### config.mk
export PLATFORM = sky130hd
export DESIGN_NAME = sop_share_error_scanner_flat
export DESIGN_NICKNAME = d
export VERILOG_FILES = /design/src/rtl/sop_scan_pkg.sv /design/src/rtl/sop_share_error_scanner_if.sv /design/src/rtl/sop_share_eval.sv /design/src/rtl/sop_share_error_scanner.sv /design/src/flat_wrapper.sv
export SDC_FILE = /design/constraint.sdc
export NUM_CORES = 1
export LEC_CHECK = 0
export ABC_AREA = 1
export ABC_CLOCK_PERIOD_IN_PS = 6710
export CAP_MARGIN = 0
export CELL_PAD_IN_SITES_DETAIL_PLACEMENT = 2
export CELL_PAD_IN_SITES_GLOBAL_PLACEMENT = 2
export CORE_MARGIN = 2
export CORE_UTILIZATION = 35
export DETAILED_ROUTE_END_ITERATION = 10
export PLACE_DENSITY = 0.93
export SLEW_MARGIN = 20
export SYNTH_ARGS = -nofsm -noshare
export SYNTH_HDL_FRONTEND = slang
export SYNTH_SLANG_ARGS = --single-unit
### constraint.sdc
create_clock -name clk -period 6.71 [get_ports clk]
set_clock_uncertainty 0.15 [all_clocks]
set_input_delay 1.0065 -clock clk [delete_from_list [all_inputs] [get_ports clk]]
set_output_delay 1.0065 -clock clk [all_outputs]
set_load 0.03 [all_outputs]
### src/rtl/sop_scan_pkg.sv
// rtl/sop_scan_pkg.sv - shared types, geometry and helpers for the SOP error scanner
package sop_scan_pkg;

  localparam int NUM_IN_DEF   = 4;
  localparam int NUM_OUT_DEF  = 2;
  localparam int NUM_PROD_DEF = 6;

  localparam logic [1:0] ST_IDLE  = 2'd0;
  localparam logic [1:0] ST_SCAN  = 2'd1;
  localparam logic [1:0] ST_DRAIN = 2'd2;
  localparam logic [1:0] ST_DONE  = 2'd3;

  typedef enum logic [1:0] {
    IDLE  = ST_IDLE,
    SCAN  = ST_SCAN,
    DRAIN = ST_DRAIN,
    DONE  = ST_DONE
  } scan_state_e;

  typedef struct packed {
    logic [NUM_IN_DEF-1:0]  lit_use;
    logic [NUM_IN_DEF-1:0]  lit_pol;
    logic [NUM_OUT_DEF-1:0] act;
  } prod_cfg_t;

  // fail count must reach 2^num_in without wrapping
  function automatic int fail_cnt_w(input int num_in);
    return num_in + 1;
  endfunction

endpackage

### src/rtl/sop_share_error_scanner_if.sv
// rtl/sop_share_error_scanner_if.sv - config, control and result bundle of the SOP error scanner
interface sop_share_error_scanner_if
  import sop_scan_pkg::*;
#(
  parameter int NUM_IN   = NUM_IN_DEF,
  parameter int NUM_OUT  = NUM_OUT_DEF,
  parameter int NUM_PROD = NUM_PROD_DEF
) ();

  localparam int SEL_W = (NUM_PROD > 1) ? $clog2(NUM_PROD) : 1;

  logic                          cfg_valid;
  logic                          cfg_ready;
  logic [SEL_W-1:0]              cfg_sel;
  logic [NUM_IN-1:0]             cfg_lit_use;
  logic [NUM_IN-1:0]             cfg_lit_pol;
  logic [NUM_OUT-1:0]            cfg_act;
  logic                          start;
  logic                          busy;
  logic                          res_valid;
  logic                          res_ready;
  logic [NUM_OUT-1:0]            res_max_err;
  logic [fail_cnt_w(NUM_IN)-1:0] res_fail_cnt;
  logic                          res_pass;
  logic [NUM_IN-1:0]             res_first_fail;

  modport master (
    output cfg_valid, cfg_sel, cfg_lit_use, cfg_lit_pol, cfg_act, start, res_ready,
    input  cfg_ready, busy, res_valid, res_max_err, res_fail_cnt, res_pass, res_first_fail
  );

  modport slave (
    input  cfg_valid, cfg_sel, cfg_lit_use, cfg_lit_pol, cfg_act, start, res_ready,
    output cfg_ready, busy, res_valid, res_max_err, res_fail_cnt, res_pass, res_first_fail
  );

endinterface

### src/rtl/sop_share_eval.sv
// rtl/sop_share_eval.sv - combinational shared-product SOP evaluator (vec + config -> approx)
module sop_share_eval
  import sop_scan_pkg::*;
#(
  parameter int NUM_IN   = NUM_IN_DEF,
  parameter int NUM_OUT  = NUM_OUT_DEF,
  parameter int NUM_PROD = NUM_PROD_DEF
) (
  input  logic [NUM_IN-1:0]           vec,
  input  prod_cfg_t [NUM_PROD-1:0]    cfg,
  output logic [NUM_OUT-1:0]          approx
);

  logic [NUM_PROD-1:0] prod_hit;

  // an unused literal forces its bit true, so an empty product evaluates to 1
  always_comb begin
    prod_hit = '0;
    for (int p = 0; p < NUM_PROD; p++) begin
      prod_hit[p] = &(~cfg[p].lit_use | ~(vec ^ cfg[p].lit_pol));
    end
  end

  always_comb begin
    approx = '0;
    for (int p = 0; p < NUM_PROD; p++) begin
      for (int j = 0; j < NUM_OUT; j++) begin
        approx[j] = approx[j] | (prod_hit[p] & cfg[p].act[j]);
      end
    end
  end

endmodule

### src/rtl/sop_share_error_scanner.sv
// rtl/sop_share_error_scanner.sv - exhaustive-sweep error scanner for the approximate |a-b| SOP
module sop_share_error_scanner
  import sop_scan_pkg::*;
#(
  parameter int NUM_IN        = NUM_IN_DEF,
  parameter int NUM_OUT       = NUM_OUT_DEF,
  parameter int NUM_PROD      = NUM_PROD_DEF,
  parameter int ET            = 3,
  parameter int ABORT_ON_FAIL = 0
) (
  input  logic                       clk,
  input  logic                       rst,
  sop_share_error_scanner_if.slave   bus
);

  localparam int HALF  = NUM_IN / 2;
  localparam int CNT_W = fail_cnt_w(NUM_IN);
  localparam logic [CNT_W-1:0] LAST_VEC = CNT_W'((1 << NUM_IN) - 1);
  localparam logic [31:0]      ET_U     = 32'(ET);

  scan_state_e               state;
  prod_cfg_t [NUM_PROD-1:0]  cfg;
  logic [CNT_W-1:0]          cnt;
  logic                      drain_cnt;

  logic                      s1_valid;
  logic [NUM_IN-1:0]         s1_vec;
  logic [NUM_OUT-1:0]        s1_approx;
  logic [NUM_OUT-1:0]        s1_exact;

  logic [NUM_OUT-1:0]        max_err;
  logic [CNT_W-1:0]          fail_cnt;
  logic [NUM_IN-1:0]         first_fail;
  logic                      has_fail;
  logic                      pass_q;

  logic [NUM_IN-1:0]         vec;
  logic [HALF-1:0]           op_a;
  logic [HALF-1:0]           op_b;
  logic [NUM_OUT-1:0]        approx;
  logic [NUM_OUT-1:0]        exact;
  logic [NUM_OUT-1:0]        err;
  logic                      acc_en;
  logic                      fail;
  logic                      abort_now;
  logic                      cfg_fire;

  assign vec  = cnt[NUM_IN-1:0];
  assign op_a = vec[HALF-1:0];
  assign op_b = vec[NUM_IN-1:HALF];
  assign exact = (op_a > op_b) ? (op_a - op_b) : (op_b - op_a);

  sop_share_eval #(
    .NUM_IN   (NUM_IN),
    .NUM_OUT  (NUM_OUT),
    .NUM_PROD (NUM_PROD)
  ) u_eval (
    .vec    (vec),
    .cfg    (cfg),
    .approx (approx)
  );

  // stage 2 only accumulates while the sweep is live; a vector caught in stage 1 at abort is dropped
  assign err       = (s1_approx > s1_exact) ? (s1_approx - s1_exact) : (s1_exact - s1_approx);
  assign acc_en    = s1_valid && (state == SCAN || state == DRAIN);
  assign fail      = acc_en && (32'(err) > ET_U);
  assign abort_now = (ABORT_ON_FAIL != 0) && fail;
  assign cfg_fire  = bus.cfg_valid && bus.cfg_ready;

  always_ff @(posedge clk) begin
    if (rst) begin
      s1_valid  <= 1'b0;
      s1_vec    <= '0;
      s1_approx <= '0;
      s1_exact  <= '0;
    end else begin
      s1_valid  <= (state == SCAN);
      s1_vec    <= vec;
      s1_approx <= approx;
      s1_exact  <= exact;
    end
  end

  always_ff @(posedge clk) begin
    if (rst) begin
      state      <= IDLE;
      cfg        <= '0;
      cnt        <= '0;
      drain_cnt  <= 1'b0;
      max_err    <= '0;
      fail_cnt   <= '0;
      first_fail <= '0;
      has_fail   <= 1'b0;
      pass_q     <= 1'b0;
    end else begin
      case (state)
        IDLE: begin
          if (cfg_fire && (32'(bus.cfg_sel) < 32'(NUM_PROD))) begin
            cfg[bus.cfg_sel] <= '{lit_use: bus.cfg_lit_use, lit_pol: bus.cfg_lit_pol, act: bus.cfg_act};
          end
          if (bus.start) begin
            state      <= SCAN;
            cnt        <= '0;
            drain_cnt  <= 1'b0;
            max_err    <= '0;
            fail_cnt   <= '0;
            first_fail <= '0;
            has_fail   <= 1'b0;
            pass_q     <= 1'b0;
          end
        end
        SCAN: begin
          cnt <= cnt + 1'b1;
          if (cnt == LAST_VEC) state <= DRAIN;
        end
        DRAIN: begin
          drain_cnt <= 1'b1;
          if (drain_cnt) state <= DONE;
        end
        DONE: begin
          if (bus.res_ready) state <= IDLE;
        end
        default: state <= IDLE;
      endcase

      if (acc_en) begin
        if (err > max_err) max_err <= err;
        if (fail) begin
          fail_cnt <= fail_cnt + 1'b1;
          if (!has_fail) begin
            has_fail   <= 1'b1;
            first_fail <= s1_vec;
          end
        end
      end

      if (abort_now) state <= DONE;
      // fail_cnt is final on the DRAIN exit edge since stage 1 is already empty there
      if ((state == DRAIN && drain_cnt) || abort_now) begin
        pass_q <= !abort_now && (fail_cnt == '0);
      end
    end
  end

  assign bus.cfg_ready      = (state == IDLE);
  assign bus.busy           = (state == SCAN) || (state == DRAIN);
  assign bus.res_valid      = (state == DONE);
  assign bus.res_max_err    = max_err;
  assign bus.res_fail_cnt   = fail_cnt;
  assign bus.res_pass       = pass_q;
  assign bus.res_first_fail = first_fail;

endmodule

### src/flat_wrapper.sv
// flat-port wrapper written by rule: the top's interface ports become plain ports
module sop_share_error_scanner_flat import sop_scan_pkg::*;
#(
  parameter int NUM_IN        = NUM_IN_DEF,
  parameter int NUM_OUT       = NUM_OUT_DEF,
  parameter int NUM_PROD      = NUM_PROD_DEF,
  parameter int ET            = 3,
  parameter int ABORT_ON_FAIL = 0
)
  (clk, rst, bus_cfg_valid, bus_cfg_sel, bus_cfg_lit_use, bus_cfg_lit_pol, bus_cfg_act, bus_start, bus_res_ready, bus_cfg_ready, bus_busy, bus_res_valid, bus_res_max_err, bus_res_fail_cnt, bus_res_pass, bus_res_first_fail);
  sop_share_error_scanner_if #(.NUM_IN(NUM_IN), .NUM_OUT(NUM_OUT), .NUM_PROD(NUM_PROD)) bus_i ();
  input  logic clk;
  input  logic rst;
  input wire logic [$bits(bus_i.cfg_valid)-1:0] bus_cfg_valid;
  input wire logic [$bits(bus_i.cfg_sel)-1:0] bus_cfg_sel;
  input wire logic [$bits(bus_i.cfg_lit_use)-1:0] bus_cfg_lit_use;
  input wire logic [$bits(bus_i.cfg_lit_pol)-1:0] bus_cfg_lit_pol;
  input wire logic [$bits(bus_i.cfg_act)-1:0] bus_cfg_act;
  input wire logic [$bits(bus_i.start)-1:0] bus_start;
  input wire logic [$bits(bus_i.res_ready)-1:0] bus_res_ready;
  output wire logic [$bits(bus_i.cfg_ready)-1:0] bus_cfg_ready;
  output wire logic [$bits(bus_i.busy)-1:0] bus_busy;
  output wire logic [$bits(bus_i.res_valid)-1:0] bus_res_valid;
  output wire logic [$bits(bus_i.res_max_err)-1:0] bus_res_max_err;
  output wire logic [$bits(bus_i.res_fail_cnt)-1:0] bus_res_fail_cnt;
  output wire logic [$bits(bus_i.res_pass)-1:0] bus_res_pass;
  output wire logic [$bits(bus_i.res_first_fail)-1:0] bus_res_first_fail;
  assign bus_i.cfg_valid = bus_cfg_valid;
  assign bus_i.cfg_sel = bus_cfg_sel;
  assign bus_i.cfg_lit_use = bus_cfg_lit_use;
  assign bus_i.cfg_lit_pol = bus_cfg_lit_pol;
  assign bus_i.cfg_act = bus_cfg_act;
  assign bus_i.start = bus_start;
  assign bus_i.res_ready = bus_res_ready;
  assign bus_cfg_ready = bus_i.cfg_ready;
  assign bus_busy = bus_i.busy;
  assign bus_res_valid = bus_i.res_valid;
  assign bus_res_max_err = bus_i.res_max_err;
  assign bus_res_fail_cnt = bus_i.res_fail_cnt;
  assign bus_res_pass = bus_i.res_pass;
  assign bus_res_first_fail = bus_i.res_first_fail;
  sop_share_error_scanner #(.NUM_IN(NUM_IN), .NUM_OUT(NUM_OUT), .NUM_PROD(NUM_PROD), .ET(ET), .ABORT_ON_FAIL(ABORT_ON_FAIL)) u_core (.clk(clk), .rst(rst), .bus(bus_i));
endmodule
==> metrics.md <==
| Metric | Value |
|---|---|
| VDD IR max | `0.000127 V` |
| Compound-Gate Fraction of Synth Area | `14.2%` |
| Initial core utilization | `35.9%` |
| Worst path max stage delay | `0.71 ns` |
| Seq/Total Area, Yosys | `41.2%` |
| Crit path launch type | `flip-flop` |
| 1st-pass router iterations | `4` |
| Hold Slack | `0.333 ns` |
| Total wire length | `14.2 mm` |
| PortBufs | `23` |
| DP HPWL | `9.09 mm` |
| Final period util | `46.9%` |
| Register bit total from synthesis | `76` |
| Routed length per instance | `21.0 um` |
| Final setup fails | `0` |
| Yosys cell types | `29` |
| Pwr Density | `307 mW/mm^2` |
| Clock Latency Late Sink | `0.38 ns` |
| Grt total ovfl | `0` |
| Initial antenna violation count | `0` |
| Largest net degree at the start of global routing | `69` |
| Power Total | `1.27 mW` |
| Setup TNS Final | `0 ns` |
| Layout cell share with drive strength beyond 1 | `5.91%` |
| Min Tclk post-route | `3.15 ns` |
| Post-Synth XOR/XNOR Area | `0.475%` |
| Die X-Extent | `107 um` |
| Total Die Area | `0.0114 mm^2` |
| Placer Congestion | `0.777` |
| Slew HR | `31.9%` |
| Vias | `3,561` |
| Most frequent cells in the layout | `nor2_1, nand2_1, dfxtp_1` |
| CTS tree | `built` |
| Area of the multi-input gates | `0.00181 mm^2` |
| Max-Cap Viols | `0` |
| Worst Path Required | `5.55 ns` |
| CP Cell Sequence | `inv_1 -> ha_1 -> clkdlybuf4s50_1` |
| H-Tree Depth | `3` |
| GR Util All Layers | `26.3%` |
| Syn avg cell area | `7.08 um^2` |
| # clock sinks | `76` |
| Worst-path clk slew | `0.08 ns` |
| Simple-gate share of the synthesized area | `27.5%` |
| Final Max Slew Viols | `0` |
| Fin worst setup slack | `3.56 ns` |
| CTS Buf Count | `9` |
| Global-route wire length before repair | `22.4 mm` |
| Synth Cell Area | `0.00369 mm^2` |
| Root buffer cell | `clkbuf_8` |
| Synth Area in Adders | `5.83%` |
| Area grow syn2layout | `12.2%` |
| Critical path's slowest cell | `clkdlybuf4s50_1` |
| FMAX | `0.318 GHz` |
| Worst endpoint data arrival time | `1.99 ns` |
| CP Max Fanout | `4` |
| Min-Delay Path Class | `flip-flop to flip-flop` |
| Leakage power | `1.78 nW` |
| Post-cts hold buffer count | `0` |
| DRC errors left | `0` |
| Number of global-route vias before repair | `3,859` |
| Clock buffer depth | `2` |
| Pre-CTS setup slack | `3.49 ns` |
| Worst path top cell family by delay | `buffers and inverters` |
| Mux share of post-synthesis cell area | `0.271%` |
| Commonest non-fill, non-tap cell in the layout | `nor2_1` |
| Cells after Synth | `521` |
| CP Capture Type | `output port` |
| Slew at the pin with the worst max-slew slack | `1.02 ns` |
| Worst hold stages | `2` |
| Setup Crit Path Kind | `flip-flop to output port` |
| Fin. Hold Viols | `0` |
| Status | `completed` |
| RSZ-0062 raised after global routing | `no` |
| Main combinational cell family by area after synthesis | `simple AND/OR/NAND/NOR gates` |
| Number of cells on the critical path | `3` |
| Core area | `0.0103 mm^2` |
| DRT iter0 DRCs | `222` |
| Fin nets | `570` |
| Post-CTS resize count | `0` |
| Die Span Y | `107 um` |
| Yosys warnings | `0` |
| Seq. cell area | `0.00152 mm^2` |
| Antenna fix cells | `0` |
| Num rows | `37` |
| Vias/cell | `5.26` |
| Ports | `33` |
| Final ANT Viol Nets | `0` |
| R2r worst-path depth | `8` |
| # Post-CTS Setup Buffers | `0` |
| Fillers | `1,224` |
| Crit path buf inv count | `2` |
power breakdown:
part	leakage (nW)	total [mW]	internal, mW	switching [mW]
Sequential	0.615	0.526	0.487	0.0393
Clock	0.102	0.381	0.191	0.189
Combinational	1.06	0.365	0.117	0.248
Total	1.78	1.27	0.795	0.477
Yosys cell counts (all sizes together):
library cell  number  area share (%)
a211oi             2            0.41
clkinv             2            0.20
inv               52             5.3
nand3             27             3.7
nand2             91             9.7
xor2               2            0.47
o22ai              1            0.17
a21oi             29             4.2
a221oi             1            0.24
o21ai             66             9.0
ha                14             4.7
buf               21             4.3
conb               1            0.10
nor2             121              13
dfxtp             76              41
nor3               5            0.68
mux2i              1            0.27
o31ai              1            0.20
fa                 2             1.1
clkbuf             6            0.61
metrics by stage:
stage               std cells  utilization (%)  cell area (um^2)
finish                    677             40.3              4140
global route              677             40.3              4140
CTS                       677             40.3              4140
detailed placement        661             38.3              3940
global placement          661             38.3              3940
floorplan                 529                -              3720
worst paths after layout:
kind	startpoint	endpoint	slack [ns]
worst max-delay path	u_core.state[1]	bus_busy	3.56
worst min-delay path	u_core.cfg[25]	u_core.cfg[25]	0.33
worst max register to register	u_core.cnt[2]	u_core.state[0]	3.70
worst min register to register	u_core.cfg[25]	u_core.cfg[25]	0.33
sequential cells by signal (all words and copies together), names as in the netlist:
register                cells
u_core.cnt                  5
u_core.s1_exact             2
u_core.bus.res_pass         1
u_core.state                2
u_core.s1_valid             1
u_core.drain_cnt            1
u_core.cfg                 60
u_core.bus.res_max_err      2
u_core.s1_approx            2
cells by family after synthesis:
kind of cell / after synthesis
flops: 76
mux: 1
xor+xnor: 2
compound gates: 100
buf+inv: 81
fa+ha+maj: 16
other cells: 1
simple gates: 244
cell type report:
cell class              instances  area share (%)
clock inverters                 4            1.15
flip-flops and latches         76            36.7
clock buffers                  12            3.75
multi-input cells             372            43.8
well taps                     136            4.11
inverters                      54            4.89
repair buffers                 23            5.56
per-layer routing:
metal / vias up / GRT usage (%) / routed length [um]
met5: - / 0 / 0
met4: 0 / 10.5 / 379
met3: 25 / 4.92 / 543
met2: 82 / 45.4 / 7140
met1: 1793 / 32.2 / 6150
li1: 1661 / - / -
worst min-delay path, delay by kind of cell, from the launching register on:
kind	cells	cell delay [ns]
flip-flops	1	0.32
AO/OA/AOI/OAI	1	0.06
buffers and inverters	1	0.07
(Power assumes the default switching activity.)
